<file path="src/rtl/fpmul_pkg.sv">
// Shared FPmul definitions: IEEE-754 single field positions, default pipeline
// latency and the result-checker state encoding.
package fpmul_pkg;

  localparam int SIGN_BIT = 31;
  localparam int EXP_MSB  = 30;
  localparam int EXP_LSB  = 23;
  localparam int MAN_MSB  = 22;
  localparam int MAN_LSB  = 0;
  localparam logic [7:0] EXP_ALL1 = 8'hFF;

  localparam int FPMUL_LATENCY = 4;

  typedef enum logic [1:0] {
    ST_IDLE  = 2'd0,
    ST_RUN   = 2'd1,
    ST_DRAIN = 2'd2,
    ST_DONE  = 2'd3
  } chk_state_e;

  function automatic logic is_nan(input logic [31:0] v);
    return (v[EXP_MSB:EXP_LSB] == EXP_ALL1) && (v[MAN_MSB:MAN_LSB] != '0);
  endfunction

endpackage

</file>
<file path="src/rtl/fp_tol_compare.sv">
// Combinational single-precision comparator: NaN-equivalence, signed-zero
// equivalence, otherwise same-sign magnitude distance within TOL_ULP.
module fp_tol_compare
  import fpmul_pkg::*;
#(
  parameter int TOL_ULP = 0
) (
  input  logic [31:0] a,
  input  logic [31:0] b,
  output logic        pass
);
  localparam logic [31:0] TOL = 32'(TOL_ULP);

  logic [30:0] mag_a, mag_b, diff;
  logic        a_nan, b_nan;

  always_comb begin
    mag_a = a[SIGN_BIT-1:0];
    mag_b = b[SIGN_BIT-1:0];
    diff  = (mag_a >= mag_b) ? (mag_a - mag_b) : (mag_b - mag_a);
    a_nan = is_nan(a);
    b_nan = is_nan(b);
    pass  = 1'b0;
    if (a == b)
      pass = 1'b1;
    else if (a_nan || b_nan)
      pass = a_nan && b_nan;
    else if (a[SIGN_BIT] != b[SIGN_BIT])
      pass = (mag_a == '0) && (mag_b == '0);
    else
      // ordered magnitudes make Inf vs max-finite a plain 1-ULP step
      pass = ({1'b0, diff} <= TOL);
  end
endmodule

</file>
<file path="config.mk">
export PLATFORM = sky130hd
export DESIGN_NAME = fp_tol_compare
export DESIGN_NICKNAME = d
export VERILOG_FILES = /design/src/rtl/fpmul_pkg.sv /design/src/rtl/fp_tol_compare.sv
export SDC_FILE = /design/constraint.sdc
export NUM_CORES = 1
export LEC_CHECK = 0
export CORE_AREA = 2 2 109 111
export DETAILED_ROUTE_END_ITERATION = 10
export DIE_AREA = 0 0 111 113
export PLACE_DENSITY_LB_ADDON = 0.05
export SLEW_MARGIN = 20
export SYNTH_ARGS = -nofsm -noshare
export SYNTH_HDL_FRONTEND = slang
export SYNTH_SLANG_ARGS = --single-unit
</file>
<file path="constraint.sdc">
create_clock -name vclk -period 6.3
set_input_delay 1.575 -clock vclk [all_inputs]
set_output_delay 1.575 -clock vclk [all_outputs]
set_load 0.1 [all_outputs]
</file>
==> results of run 1 <==
layout make-up:
class                           count  area share
Timing Repair Buffer              319       0.345
Tap cell                          143      0.0234
Multi-Input combinational cell    518       0.599
Inverter                           68      0.0334
kinds of logic (layout without fill, tap and decap cells):
family,count (synthesis),in the layout,share of synthesized area
XOR/XNOR,44,44,0.0985
AO/OA/AOI/OAI,200,200,0.330
AND/OR/NAND/NOR,211,211,0.276
adder cells (fa/ha/maj),61,61,0.195
buffers and inverters,96,387,0.0953
multiplexers,2,2,0.00512
through the flow:
step / setup WS [ns] / instance area (sq um)
floorplan: 0.00306 / 3920
detailed placement: -0.509 / 6250
global route: -0.0305 / 7650
finish: 0.0507 / 7650
global placement: -0.477 / 6250
CTS: 0.000603 / 7240
timing repair:
item                       in CTS  in global routing
setup buffers                  29                 15
hold endpoints to repair        0                  0
resized for setup             223                 88
pin swaps                      68                 47
setup endpoints to repair       1                  1
synth_stat cells (3+ instances only):
cell type / number / share of area
o21ai_1: 3 / 0.0038
a31oi_1: 4 / 0.0064
nor2b_1: 6 / 0.0096
o21ai_0: 43 / 0.055
nor4_1: 21 / 0.034
a41oi_1: 3 / 0.0067
o211ai_1: 7 / 0.013
a21oi_1: 67 / 0.086
clkbuf_1: 17 / 0.016
a22oi_1: 4 / 0.0077
o211a_1: 4 / 0.010
o31ai_1: 4 / 0.0077
o21a_1: 10 / 0.019
nand2b_1: 4 / 0.0064
a21o_1: 8 / 0.015
xnor2_1: 28 / 0.063
xor2_1: 16 / 0.036
a211oi_1: 8 / 0.015
nor2_1: 37 / 0.035
nand4_1: 27 / 0.043
ha_1: 61 / 0.20
nand3_1: 17 / 0.022
o21bai_1: 5 / 0.0096
o31a_1: 3 / 0.0067
a22o_1: 3 / 0.0067
buf_2: 10 / 0.013
a2111oi_0: 3 / 0.0067
nor3_1: 10 / 0.013
or3_1: 7 / 0.011
and4_1: 5 / 0.011
and3_1: 5 / 0.0080
inv_1: 68 / 0.065
nand2_1: 61 / 0.059
placed cells by master (no fill, tap or decap), drive strengths merged, types with 7 or more instances in the layout:
cell type / count
a21o: 8
xnor2: 28
a21oi: 67
nand4: 27
clkdlybuf4s50: 11
or3: 7
inv: 68
ha: 61
nor2: 37
nor3: 10
o21a: 10
dlymetal6s2s: 17
dlygate4sd2: 28
xor2: 16
nor4: 21
o211ai: 7
buf: 257
nor2b: 7
nand3: 17
a211oi: 8
o21ai: 46
nand2: 61
worst max-delay path: cells and delay by family:
family,cells,cell delay (ns)
AOI/OAI and AO/OA,6,1.31
buffers and inverters,6,1.08
and+or+nand+nor,2,0.36
adders and majority gates,1,0.34
routing by layer:
layer,GRT usage,up-vias,part of all wire
li1,-,2830,-
met1,0.375,2792,0.42
met2,0.541,194,0.49
met3,0.0145,56,0.046
met4,0.115,0,0.051
met5,0,-,0
where the power goes:
group / internal, mW / switching (mW)
registers: 0 / 0
logic: 0.391 / 0.385
clock network: 0 / 0
worst max path at each step:
stage	slack [ns]	cells past startpoint	to
6_report	0.05	15	pass
5_1_grt	-0.03	15	pass
4_1_cts	0.0006	16	pass
3_5_place_dp	-0.51	16	pass
3_3_place_gp	-0.48	15	pass
2_1_floorplan	0.003	13	pass
==> metrics.md, run 1 <==
| Metric | Value |
|---|---|
| FFs & Latches | 0 |
| DIE AREA | 12500 sq um |
| GRT Total Usage | 0.299 |
| Hold crit path type | in2out |
| Die Y | 113 um |
| Slowest cell on crit path | ha_1 |
| Grt total ovfl | 0 |
| DRT iter0 DRCs | 378 |
| Final wirelength | 19400 um |
| Register area share after synthesis | 0 |
| Final period util | 0.992 |
| Setup Crit Path Kind | in2out |
| Hold path cells | 6 |
| Placeable core area | 11300 sq um |
| Overall power | 0.775 mW |
| Worst setup EP type | primary output |
| Vias in the first global route | 5964 |
| Num rows | 39 |
| Worst-margin pin slew | 0.559 ns |
| Setup Viol. Count Final | 0 |
| Total number of vias | 5872 |
| Avg WL per Cell | 18.5 um |
| Max-cap check violation count | 0 |
| Max incr delay on CP | 0.34 ns |
| Post-route ant nets | 0 |
| Yosys cell types | 64 |
| WHS | 4.18 ns |
| Vias/cell | 5.60 |
| Worst Path Max Fanout | 7 |
| Clock buf count | 0 |
| Hold endpoint | pass |
| Hold Buf Count CTS | 0 |
| Initial antenna violation count | 0 |
| HP Start | a[31] |
| Synth Area per Inst | 6.37 sq um |
| Pwr dens | 101 nW/um^2 |
| FILL cells | 976 |
| Initial Utilization | 0.347 |
| Drt pass-1 iters | 5 |
| Finished Layout Cells | 1048 |
| Leakage power | 3.58 nW |
| Diodes inserted | 0 |
| Fmax | 0.160 GHz |
| Hold Fails Final Rpt | 0 |
| DRC errors left | 0 |
| Syn. warnings | 0 |
| Cell Area, Synth | 3910 sq um |
| Largest net degree at the start of global routing | 15 |
| Pins Over Slew Limit | 0 |
| CP required | 4.72 ns |
| Ports | 65 |
| Slew HR | 0.624 |
| RePlAce Congestion | 1.04 |
| Startpoint type of the worst setup path | input pin |
| First-pass GRT wire length | 30700 um |
| Detailed placement HPWL | 15500 um |
| Placed cells | 1006 |
| Max VDD drop | 0.0563 mV |
| Die W | 111 um |
| Layout area overhead | 95.4% |
| Syn Nets | 739 |
| Core Util, Final | 0.679 |
| Port Buffers | 65 |
| Critical Path AT | 4.67 ns |
| Total Nets Final | 1032 |
| Crit-path cells | dlygate4sd2_1 > inv_1 > ha_1 > buf_4 > a21oi_2 > nand2_1 > inv_1 > a22o_1 > a31oi_4 > buf_4 > a311oi_1 > and4_1 > a32oi_2 > o31ai_4 > buf_12 |
| Status | complete, no violations |
| Synth Instances | 614 |
| Tmin final | 6.25 ns |
| Final TNS setup | 0 ns |
| Reg area | 0 sq um |
| CP Launch Point | a[22] |
| Layout cells sized above 1 | 0.475 |
| Multi-input logic area | 4580 sq um |
(Power assumes the default switching activity.)
==> run 2: changes to the inputs <==
--- a/config.mk
+++ b/config.mk
@@ -5,9 +5,10 @@
 export SDC_FILE = /design/constraint.sdc
 export NUM_CORES = 1
 export LEC_CHECK = 0
-export CORE_AREA = 2 2 109 111
+export CAP_MARGIN = 20
+export CORE_AREA = 2 2 88 90
 export DETAILED_ROUTE_END_ITERATION = 10
-export DIE_AREA = 0 0 111 113
+export DIE_AREA = 0 0 90 92
 export PLACE_DENSITY_LB_ADDON = 0.05
 export SLEW_MARGIN = 20
 export SYNTH_ARGS = -nofsm -noshare
==> constraint.sdc (replaced) <==
create_clock -name vclk -period 6.8
set_input_delay 1.7 -clock vclk [all_inputs]
set_output_delay 1.7 -clock vclk [all_outputs]
set_load 0.1 [all_outputs]
==> metrics.md, run 2 (same netlist as run 1, synthesis figures left out) <==
| Metric | Value |
|---|---|
| Placeable core area | 7450 sq um (-34%) |
| DRT iter0 DRCs | 577 (+53%) |
| First-pass GRT wire length | 25800 um (-16%) |
| Pins Over Slew Limit | 0 (unchanged) |
| Setup Viol. Count Final | 1 (+1) |
| Num rows | 32 (-18%) |
| Post-route ant nets | 0 (unchanged) |
| Grt total ovfl | 0 (unchanged) |
| CP required | 5.10 ns (+0.38 ns) |
| Worst-margin pin slew | 0.599 ns (+0.0402 ns) |
| GRT Total Usage | 0.375 (+0.0761) |
| FFs & Latches | 0 (unchanged) |
| Worst setup EP type | primary output |
| RePlAce Congestion | 1.00 (-3.2%) |
| Most frequent cells in the layout | 157 x buf_4, 63 x inv_1, 59 x nand2_1 |
| Startpoint type of the worst setup path | input pin |
| Hold Fails Final Rpt | 0 (unchanged) |
| Vias in the first global route | 5352 (-10%) |
| Max incr delay on CP | 0.53 ns (+0.19 ns) |
| Failing checks | setup timing |
| Leading cell type in the layout, fill and taps excluded | buf_4 |
| Critical Path AT | 5.14 ns (+0.47 ns) |
| Hold Buf Count CTS | 0 (unchanged) |
| DRC errors left | 0 (unchanged) |
| Pwr dens | 95.7 nW/um^2 (-5.6%) |
| Leakage power | 2.93 nW (-18%) |
| Final wirelength | 18500 um (-4.8%) |
| Hold crit path type | in2out |
| Diodes inserted | 0 (unchanged) |
| Ports | 65 (unchanged) |
| Setup ws final | -0.0366 ns (-0.0873 ns) |
| Initial Utilization | 0.526 (+0.178) |
| Total number of vias | 5977 (+1.8%) |
| Die Y | 92 um (-19%) |
| Slowest cell on crit path | clkdlybuf4s50_1 |
| Placed cells | 899 (-11%) |
| Worst Path Max Fanout | 7 (unchanged) |
| Final TNS setup | -0.0366 ns (-0.0366 ns) |
| Max-cap check violation count | 0 (unchanged) |
| Initial antenna violation count | 0 (unchanged) |
| Total Nets Final | 939 (-9.0%) |
| Max VDD drop | 0.0573 mV (+1.7%) |
| Setup Crit Path Kind | in2out |
| Final period util | 1.01 |
| Fmax | 0.146 GHz |
| Tmin final | 6.84 ns |
| Slew HR | 0.597 (-0.0270) |
| Crit-path cells | clkdlybuf4s50_1 > inv_1 > ha_4 > nand4_1 > buf_4 > or3_1 > o21ai_0 > nor2_1 > xnor2_1 > nand3_1 > nor4_2 > a41oi_2 > o31ai_4 > buf_12 |
| Hold path cells | 6 (unchanged) |
| Port Buffers | 65 (unchanged) |
| Layout area overhead | 62.0% |
| DIE AREA | 8280 sq um (-34%) |
| Vias/cell | 6.54 (+17%) |
| Clock buf count | 0 (unchanged) |
| Largest net degree at the start of global routing | 12 (-3) |
| Drt pass-1 iters | 6 (+1) |
| Detailed placement HPWL | 13700 um (-12%) |
| Avg WL per Cell | 20.2 um (+9.1%) |
| Status | complete, but fails checks |
| Reg area | 0 sq um (unchanged) |
| Finished Layout Cells | 914 (-13%) |
| Die W | 90 um (-19%) |
| Layout cells sized above 1 | 0.308 (-0.167) |
-- run 2: changes by cell type in the layout (fill, tap and decap cells not counted), moves of 13 or more --
| cell | before | now |
|---|---|---|
| buf_4 | 237 | 157 |
| ha_1 | 21 | 42 |
| inv_2 | 23 | 5 |
| a21oi_1 | 34 | 52 |
| clkdlybuf4s50_1 | 11 | 53 |
| a21oi_4 | 13 | 0 |
| inv_1 | 45 | 63 |
| dlygate4sd2_1 | 28 | 0 |
-- run 2: metal layers --
| metal | track usage | part of all wire |
|---|---|---|
| met5 | 0 | 0 |
| met4 | 0.176 | 0.077 |
| met3 | 0.0255 | 0.10 |
| met2 | 0.652 | 0.46 |
| met1 | 0.473 | 0.37 |
-- run 2: worst paths after layout --
| kind | from | to | slack (ns) |
|---|---|---|---|
| worst min-delay path | a[31] | pass | 4.41 |
| worst max-delay path | a[7] | pass | -0.04 |
-- run 2: worst max-delay path, delay by kind of cell --
kind            cells  cell delay, ns
buf+inv             4            1.06
simple gates        5            1.06
compound gates      3            0.78
fa+ha+maj           1            0.32
xor+xnor            1            0.19
-- run 2: layout make-up --
class	instances	area (sq um)
Fill cell	477	1110
Tap cell	102	128
Inverter	68	255
Timing Repair Buffer	226	1910
Multi-Input combinational cell	518	4050
-- run 2: through the flow --
step                      setup WS (ns)  area [sq um]   util  hold slack [ns]  power (mW)
after floorplan                   0.229          3920      -             3.85       0.277
after global placement          -0.0718          5690  0.764             4.39       0.491
after detailed placement         -0.130          5690  0.764             4.39       0.502
after CTS                       0.00252          5810  0.781             4.40       0.519
after global routing             -0.145          6340  0.851             4.42       0.636
final                           -0.0366          6340  0.851             4.41       0.607
-- run 2: power breakdown --
group          internal [mW]  switching [mW]  total [mW]  leakage (nW)
logic                  0.285           0.322       0.607          2.93
clock network              0               0           0             0
registers                  0               0           0             0
total                  0.285           0.322       0.607          2.93
-- run 2: repair_timing --
action / 4_1_cts / 5_1_grt
setup endpoints to repair: 1 / 1
buffers inserted: 3 / 12
resized for setup: 21 / 97
pin swaps: 12 / 37
hold endpoints to repair: 0 / 0
